[src/rtl/cla_addsub_pipe_if.sv]
// Handshake and data bundle for the pipelined CLA adder/subtractor.
// The producer/consumer side uses master, the arithmetic core uses slave.
interface cla_addsub_pipe_if #(
    parameter int unsigned WIDTH = 16
);
    logic             in_valid;
    logic             in_ready;
    logic [WIDTH-1:0] a;
    logic [WIDTH-1:0] b;
    logic             sub;
    logic             cin;
    logic             out_valid;
    logic             out_ready;
    logic [WIDTH-1:0] sum;
    logic             cout;
    logic             ovf;
    logic             zero;

    modport master (
        output in_valid, a, b, sub, cin, out_ready,
        input  in_ready, out_valid, sum, cout, ovf, zero
    );

    modport slave (
        input  in_valid, a, b, sub, cin, out_ready,
        output in_ready, out_valid, sum, cout, ovf, zero
    );
endinterface

[src/rtl/cla_addsub_pipe.sv]
// Pipelined carry-lookahead adder/subtractor with valid/ready handshake.
// Each stage resolves PIPE_GROUPS lookahead groups; operand bits that are
// not yet processed are skewed forward, finished sum bits ride along so the
// whole result leaves the last stage together with its flags.
module cla_addsub_pipe #(
    parameter int unsigned WIDTH       = 16,
    parameter int unsigned GROUP       = 4,
    parameter int unsigned PIPE_GROUPS = 2
) (
    input  logic             clk,
    input  logic             reset,
    cla_addsub_pipe_if.slave bus
);
    localparam int unsigned NGRP = WIDTH / GROUP;
    localparam int unsigned SPAN = GROUP * PIPE_GROUPS;
    localparam int unsigned NS   = (NGRP + PIPE_GROUPS - 1) / PIPE_GROUPS;

    logic             advance;
    logic [WIDTH-1:0] b_eff;
    logic             c0;

    assign b_eff = bus.sub ? ~bus.b : bus.b;
    assign c0    = bus.sub | bus.cin;

    for (genvar k = 0; k < NS; k++) begin : g_stg
        localparam int unsigned LO = k * SPAN;
        localparam int unsigned HI = (LO + SPAN > WIDTH) ? WIDTH : LO + SPAN;
        localparam int unsigned W  = HI - LO;
        localparam int unsigned NG = W / GROUP;

        logic          v_in;
        logic          c_in;
        logic [W-1:0]  sa;
        logic [W-1:0]  sb;
        logic [W-1:0]  s_slice;
        logic [NG:0]   gc;
        logic [HI-1:0] sum_d;
        logic          bg, bp, p, cj;
        logic          v_q;
        logic          c_q;
        logic [HI-1:0] sum_q;

        if (k == 0) begin : g_src
            assign v_in  = bus.in_valid;
            assign c_in  = c0;
            assign sa    = bus.a[HI-1:LO];
            assign sb    = b_eff[HI-1:LO];
            assign sum_d = s_slice;
        end else begin : g_src
            assign v_in  = g_stg[k-1].v_q;
            assign c_in  = g_stg[k-1].c_q;
            assign sa    = g_stg[k-1].g_rest.a_q[HI-1:LO];
            assign sb    = g_stg[k-1].g_rest.b_q[HI-1:LO];
            assign sum_d = {s_slice, g_stg[k-1].sum_q};
        end

        // Group carries chain by G | P*cin; bit carries inside a group come
        // from the group-entry carry and the prefix G/P of the lower bits.
        always_comb begin
            gc      = '0;
            s_slice = '0;
            bg      = 1'b0;
            bp      = 1'b1;
            p       = 1'b0;
            cj      = 1'b0;
            gc[0]   = c_in;
            for (int unsigned g = 0; g < NG; g++) begin
                bg = 1'b0;
                bp = 1'b1;
                for (int unsigned j = 0; j < GROUP; j++) begin
                    p  = sa[g*GROUP+j] ^ sb[g*GROUP+j];
                    cj = bg | (bp & gc[g]);
                    s_slice[g*GROUP+j] = p ^ cj;
                    bg = (sa[g*GROUP+j] & sb[g*GROUP+j]) | (p & bg);
                    bp = bp & p;
                end
                gc[g+1] = bg | (bp & gc[g]);
            end
        end

        // Stage valid, carry out and accumulated sum bits; hold on stall.
        always_ff @(posedge clk) begin
            if (reset) begin
                v_q   <= 1'b0;
                c_q   <= 1'b0;
                sum_q <= '0;
            end else if (advance) begin
                v_q   <= v_in;
                c_q   <= gc[NG];
                sum_q <= sum_d;
            end
        end

        if (HI < WIDTH) begin : g_rest
            logic [WIDTH-1:HI] a_q;
            logic [WIDTH-1:HI] b_q;
            logic [WIDTH-1:HI] a_in;
            logic [WIDTH-1:HI] b_in;

            if (k == 0) begin : g_skew_src
                assign a_in = bus.a[WIDTH-1:HI];
                assign b_in = b_eff[WIDTH-1:HI];
            end else begin : g_skew_src
                assign a_in = g_stg[k-1].g_rest.a_q[WIDTH-1:HI];
                assign b_in = g_stg[k-1].g_rest.b_q[WIDTH-1:HI];
            end

            // Skew the still-unprocessed operand bits to the next stage.
            always_ff @(posedge clk) begin
                if (advance) begin
                    a_q <= a_in;
                    b_q <= b_in;
                end
            end
        end

        if (k == NS - 1) begin : g_flags
            logic ovf_q;
            logic zero_q;

            // Carry into the MSB is recovered from its sum bit and operands.
            always_ff @(posedge clk) begin
                if (reset) begin
                    ovf_q  <= 1'b0;
                    zero_q <= 1'b0;
                end else if (advance) begin
                    ovf_q  <= sa[W-1] ^ sb[W-1] ^ s_slice[W-1] ^ gc[NG];
                    zero_q <= ~|sum_d;
                end
            end
        end
    end

    assign advance       = !g_stg[NS-1].v_q || bus.out_ready;
    assign bus.in_ready  = advance;
    assign bus.out_valid = g_stg[NS-1].v_q;
    assign bus.sum       = g_stg[NS-1].sum_q;
    assign bus.cout      = g_stg[NS-1].c_q;
    assign bus.ovf       = g_stg[NS-1].g_flags.ovf_q;
    assign bus.zero      = g_stg[NS-1].g_flags.zero_q;
endmodule

[src/flat_wrapper.sv]
// flat-port wrapper written by rule: the top's interface ports become plain ports
module cla_addsub_pipe_flat 
#(
    parameter int unsigned WIDTH       = 16,
    parameter int unsigned GROUP       = 4,
    parameter int unsigned PIPE_GROUPS = 2
)
  (clk, reset, bus_in_valid, bus_a, bus_b, bus_sub, bus_cin, bus_out_ready, bus_in_ready, bus_out_valid, bus_sum, bus_cout, bus_ovf, bus_zero);
  cla_addsub_pipe_if #(.WIDTH(WIDTH)) bus_i ();
  input  logic clk;
  input  logic reset;
  input wire logic [$bits(bus_i.in_valid)-1:0] bus_in_valid;
  input wire logic [$bits(bus_i.a)-1:0] bus_a;
  input wire logic [$bits(bus_i.b)-1:0] bus_b;
  input wire logic [$bits(bus_i.sub)-1:0] bus_sub;
  input wire logic [$bits(bus_i.cin)-1:0] bus_cin;
  input wire logic [$bits(bus_i.out_ready)-1:0] bus_out_ready;
  output wire logic [$bits(bus_i.in_ready)-1:0] bus_in_ready;
  output wire logic [$bits(bus_i.out_valid)-1:0] bus_out_valid;
  output wire logic [$bits(bus_i.sum)-1:0] bus_sum;
  output wire logic [$bits(bus_i.cout)-1:0] bus_cout;
  output wire logic [$bits(bus_i.ovf)-1:0] bus_ovf;
  output wire logic [$bits(bus_i.zero)-1:0] bus_zero;
  assign bus_i.in_valid = bus_in_valid;
  assign bus_i.a = bus_a;
  assign bus_i.b = bus_b;
  assign bus_i.sub = bus_sub;
  assign bus_i.cin = bus_cin;
  assign bus_i.out_ready = bus_out_ready;
  assign bus_in_ready = bus_i.in_ready;
  assign bus_out_valid = bus_i.out_valid;
  assign bus_sum = bus_i.sum;
  assign bus_cout = bus_i.cout;
  assign bus_ovf = bus_i.ovf;
  assign bus_zero = bus_i.zero;
  cla_addsub_pipe #(.WIDTH(WIDTH), .GROUP(GROUP), .PIPE_GROUPS(PIPE_GROUPS)) u_core (.clk(clk), .reset(reset), .bus(bus_i));
endmodule
[config.mk]
export PLATFORM = sky130hd
export DESIGN_NAME = cla_addsub_pipe_flat
export DESIGN_NICKNAME = d
export VERILOG_FILES = /design/src/rtl/cla_addsub_pipe_if.sv /design/src/rtl/cla_addsub_pipe.sv /design/src/flat_wrapper.sv
export SDC_FILE = /design/constraint.sdc
export NUM_CORES = 1
export LEC_CHECK = 0
export CAP_MARGIN = 20
export CORE_UTILIZATION = 50
export CTS_BUF_LIST = sky130_fd_sc_hd__clkbuf_4
export DETAILED_ROUTE_END_ITERATION = 8
export DONT_BUFFER_PORTS = 1
export SYNTH_ARGS = -nofsm -noshare
export SYNTH_HDL_FRONTEND = slang
export SYNTH_SLANG_ARGS = --single-unit
[constraint.sdc]
create_clock -name clk -period 6.7 [get_ports clk]
set_input_delay 0.335 -clock clk [delete_from_list [all_inputs] [get_ports clk]]
set_output_delay 0.335 -clock clk [all_outputs]
set_load 0.05 [all_outputs]
Word level (Yosys, flattened, before mapping)
Index checks and enable logic that the tools add are counted. W data, S select, Z words.

Bits in writable memories: 0. Register bits after elaboration: 46. Logic and storage cells: 135. Output and inout port bits: 21. ROM bits: 0. Bits in latches: 0. Memories: 0.

Order comparisons: 0. Shifts and indexed selects: 0. Equality and inequality tests: 0. Divide/modulo/power cells: 0. Reductions and logical operators: 4. $add $sub $neg: 0. Bitwise operators: 120. Multiply operators: 0. Multiplexer cells: 1.

Operators by type and width (count): $and A1 B1 Y1 (56); $xor A1 B1 Y1 (34); $or A1 B1 Y1 (29); $mux W16 (1); $not A16 Y16 (1); $reduce_or A16 Y1 (1); $logic_not A1 Y1 (2); $logic_or A1 B1 Y1 (1).

Depth between registers and ports, before layout
Depth after elaboration: 13. Gate-level depth with buffers: 11. Depth with buffers taken out: 10.

Worst setup path after synthesis
OpenSTA, ideal clock, no wires.

Path type: flip-flop to flip-flop. From: register u_core.g_stg[0].g_rest.b_q[8] (netlist name). To: register u_core.g_stg[1].g_flags.zero_q, in the netlist u_core.bus.zero. Data arrival time: 2.556 ns. Library setup time: 0.069 ns. Setup slack: 4.076 ns. Buffers on the path: 0. Stages on the path, launching flop included: 10. Clock period less this slack: 2.624 ns. Path through: edfxtp_1 > ha_1 > a21o_1 > a21oi_1 > and2_1 > fa_1 > nor4b_1 > nand4_1 > or4_1 > o21ai_1.

Word-level cells in the longest chain between the ends: 13. Elaborated cells between the ends (all ways): 35. Classes of those cells: 33 x bitwise; 2 x reduce/logical.

Ends and longest elaborated chain: start, declared (line cla_addsub_pipe.sv:96) `logic [WIDTH-1:HI] b_q;`; start signal, assigned (line cla_addsub_pipe.sv:112) `b_q <= b_in;`; $and A1 B1 Y1 (2 in series) (line cla_addsub_pipe.sv:74) `bg = (sa[g*GROUP+j] & sb[g*GROUP+j]) | (p & bg);`; $or A1 B1 Y1 (line cla_addsub_pipe.sv:74); $and A1 B1 Y1 (line cla_addsub_pipe.sv:74); $or A1 B1 Y1 (line cla_addsub_pipe.sv:74); $and A1 B1 Y1 (line cla_addsub_pipe.sv:74); $or A1 B1 Y1 (line cla_addsub_pipe.sv:74); $or A1 B1 Y1 (line cla_addsub_pipe.sv:77) `gc[g+1] = bg | (bp & gc[g]);`; $and A1 B1 Y1 (line cla_addsub_pipe.sv:72) `cj = bg | (bp & gc[g]);`; $or A1 B1 Y1 (line cla_addsub_pipe.sv:72); $xor A1 B1 Y1 (line cla_addsub_pipe.sv:73) `s_slice[g*GROUP+j] = p ^ cj;`; $reduce_or A16 Y1 * (line cla_addsub_pipe.sv:128) `zero_q <= ~|sum_d;`; $logic_not A1 Y1 * (line cla_addsub_pipe.sv:128); end signal, assigned (line cla_addsub_pipe.sv:128); end, declared (line cla_addsub_pipe.sv:119) `logic zero_q;`.

Every way passes the cells marked *; elsewhere a longest branch is shown, timed or not. A chain may end at the register's enable or synchronous reset.

Worst setup path in the final report
From: register u_core.g_stg[0].g_rest.a_q[9] (netlist name). To: register u_core.g_stg[1].g_flags.zero_q, in the netlist u_core.bus.zero.

Word-level cells in the longest chain between the ends: 13. Elaborated cells between the ends (all ways): 32. Classes of those cells: 30 x bitwise; 2 x reduce/logical.

Ends and longest elaborated chain: start, declared (line cla_addsub_pipe.sv:95) `logic [WIDTH-1:HI] a_q;`; start signal, assigned (line cla_addsub_pipe.sv:111) `a_q <= a_in;`; $xor A1 B1 Y1 (line cla_addsub_pipe.sv:71) `p = sa[g*GROUP+j] ^ sb[g*GROUP+j];`; $and A1 B1 Y1 (line cla_addsub_pipe.sv:74); $or A1 B1 Y1 (line cla_addsub_pipe.sv:74); $and A1 B1 Y1 (line cla_addsub_pipe.sv:74); $or A1 B1 Y1 (line cla_addsub_pipe.sv:74); $and A1 B1 Y1 (line cla_addsub_pipe.sv:74); $or A1 B1 Y1 (line cla_addsub_pipe.sv:74); $or A1 B1 Y1 (line cla_addsub_pipe.sv:77); $and A1 B1 Y1 (line cla_addsub_pipe.sv:72); $or A1 B1 Y1 (line cla_addsub_pipe.sv:72); $xor A1 B1 Y1 (line cla_addsub_pipe.sv:73); $reduce_or A16 Y1 * (line cla_addsub_pipe.sv:128); $logic_not A1 Y1 * (line cla_addsub_pipe.sv:128).

Marks and branches as above.

==> impl_metrics.tcl <==
set metrics [dict create \
    rsz0062_at_grt "no" \
    diodes 0 \
    die_w_um 70.8 \
    finalNetCount 296 \
    cts_buffers 5 \
    slew_viol_final 0 \
    syn_area_sq_um 2370 \
    final_util_pct 56.1 \
    hold_viol_final 0 \
    grt_use_met3_pct 5.84 \
    fillers 397 \
    synthTopCellsByArea "dfxtp_1, edfxtp_1, ha_1" \
    first_global_vias 1575 \
    synth_edf_count 16 \
    final_cells 291 \
    ir_drop_v 0.000182 \
    gr-usage-met2_pct 28.4 \
    failed_checks "design-rule violations" \
    synth_commonest_cells "nand2_1, dfxtp_1, a21oi_1, xor2_1" \
    placed_cells 281 \
    fmax_ghz 0.357 \
    max_slew_margin_pct 29.3 \
    core_area_sq_um 4440 \
    cp-end-kind "register" \
    final.period_utilization_pct 41.9 \
    clock_path_buffers 2 \
    synth_top_family_by_area "compound AO/OA/AOI/OAI gates" \
    dp_hpwl_um 3320 \
    timing.final.crit_period_ps 2800 \
    power_switching_mw 0.252 \
    die_h_um 70.8 \
    hold_slack_ps 40.2 \
    cts_setup_buffers 0 \
    clk_pin_slew_ps 130 \
    ys_seq_elements 46 \
    clock_skew_ps 8.70 \
    synthMuxAreaShare_pct 0 \
    worstHoldPathType "primary input to register" \
    drtIter0Drc 109 \
    comb_power_share_pct 21.1 \
    yosysSeqAreaShare_pct 45.7 \
    cp-start-kind "register" \
    busiest_layer "met2" \
    cts_tree "built" \
    total_power_mw 0.725 \
    portBuffers 0 \
    syn_avg_cell_area_sq_um 9.86 \
    clock_latency_ps 350 \
    cp.required_ps 7000 \
    p_seq_share_pct 56.6 \
    fin_tns_setup_ps 0 \
    clock-sinks 46 \
    yosysTopAreaCellShare_pct 25.4 \
    synth_flop_cell "dfxtp_1" \
    area_growth_pct 5.29 \
    async_flop_share_pct 0 \
    cts_max_level 2 \
    routabilityCongestion 0.804 \
    grtUsageTotal_pct 18.8 \
    layout-drive-gt1-share_pct 7.11 \
    dr.pass1.iters 6 \
    grt_max_degree 50 \
    vias_per_cell 5.81 \
    pin_count 59 \
    worstPathArrival_ps 3100 \
    synth.most_common_cell "nand2_1" \
    totalWireLength_um 4530 \
    globalRouteOverflowTotal 0 \
    crit_type "register to register" \
    std_cell_rows 24 \
    synth_compound_gate_area_share_pct 15.8 \
    switching_share_pct 34.7 \
    yosysWarnings 0 \
    cts-root-buf "clkbuf_4" \
    grt_pass1_wl_um 7330 \
    grt_antenna_before_repair 0 \
    initial_utilization_pct 53.3 \
    p_leak_nw 0.994 \
    met1_usage_pct 26.0 \
    clock_power_share_pct 22.3 \
    cp_max_fo 4 \
    synth_top_area_cell "dfxtp_1" \
    vias 1691 \
    max_cap_violations 0 \
    intPower_mw 0.473 \
    ant_nets 0 \
    synth_xor_area_share_pct 9.62 \
    wl_per_cell_um 15.6 \
    synthAdderAreaFrac_pct 11.8 \
    setup_viol 0 \
    syn_inst 240 \
    powerDensity_nw_per_um2 291 \
    status "finished with violations" \
    dieArea_sq_um 5010 \
    yosys.area_share.simple_pct 14.0 \
    yosysUniqueCellTypes 39 \
    synth_nets 298 \
    drc 10 \
    worstMarginPinSlew_ps 1060 \
]
## sequential cells by signal, summed over array words and instances (netlist names)
signal	flops
u_core.g_stg.c_q	1
u_core.bus.sum	16
u_core.g_stg.v_q	1
u_core.bus.zero	1
u_core.g_stg.g_rest.a_q	8
u_core.bus.out_valid	1
u_core.g_stg.g_rest.b_q	8
u_core.bus.ovf	1
u_core.g_stg.sum_q	8
u_core.bus.cout	1
## final cells by class
type / count / area, sq um / share of cell area [%]
Clock buffer: 5 / 37.5 / 1.51
Multi-Input combinational cell: 175 / 1210 / 48.7
Sequential cell: 46 / 1080 / 43.4
Timing Repair Buffer: 3 / 27.5 / 1.10
Tap cell: 52 / 65.1 / 2.61
Clock inverter: 3 / 40.0 / 1.61
Inverter: 7 / 26.3 / 1.05
## worst max-delay path: stages, from the launching register on
cell,delay (ps)
edfxtp_1,390
ha_1,370
and3_4,230
a21oi_1,60
and2_1,170
fa_1,560
nor4b_1,240
nand4_1,130
or4_1,490
o21ai_1,120
## cell usage in the layout (no fill, tap or decap), types with 4 or more instances in the layout
master,count
nand2_1,35
dfxtp_1,30
a21oi_1,25
xor2_1,20
ha_1,16
edfxtp_1,16
nor2_1,11
nand3_1,7
inv_1,6
xnor2_1,6
o21ai_0,6
a211oi_1,5
clkbuf_4,5
a21o_1,4
nor3_1,4
fa_1,4
## metal layers
metal / up-vias / wire length [um]
met1: 778 / 2130
met3: 8 / 341
li1: 843 / -
met5: - / 0
met4: 0 / 52
met2: 62 / 2010
## kinds of logic after synthesis
family | count (synthesis)
adders and majority gates | 20
buffers and inverters | 19
and+or+nand+nor | 71
xor gates and xnor gates | 26
AOI/OAI and AO/OA | 58
DFF | 46
## path summary, 6_finish.rpt
check	cells past startpoint	start	slack (ps)	endpoint
setup / recovery	9	u_core.g_stg[0].g_rest.a_q[9]$_DFFE_PP_	3900	u_core.bus.zero$_SDFFE_PP0P_
hold / removal	1	reset	40	u_core.bus.sum[4]$_SDFFE_PP0P_
setup reg to reg	9	u_core.g_stg[0].g_rest.a_q[9]$_DFFE_PP_	3900	u_core.bus.zero$_SDFFE_PP0P_
hold reg to reg	2	u_core.g_stg[0].v_q$_SDFFE_PP0P_	460	u_core.g_stg[0].v_q$_SDFFE_PP0P_
## power by group through the flow
stage	clock network, mW	registers, mW	logic [mW]
5_1_grt	0.178	0.415	0.171
3_3_place_gp	0	0.416	0.146
2_1_floorplan	0	0.409	0.129
4_1_cts	0.165	0.410	0.152
3_5_place_dp	0	0.417	0.151
6_report	0.162	0.410	0.153
## timing repair
action | in CTS | in global routing
hold buffers | 0 | 2
endpoints found under the hold margin | 0 | 4
gates resized for setup | 0 | 0
## stage by stage
stage	setup slack [ps]	instance area, sq um
after floorplan	4080	2370
after global placement	4010	2390
after detailed placement	3880	2390
after CTS	3860	2470
after global routing	3730	2490
final	3900	2490
Power figures use the tool's default switching activity.
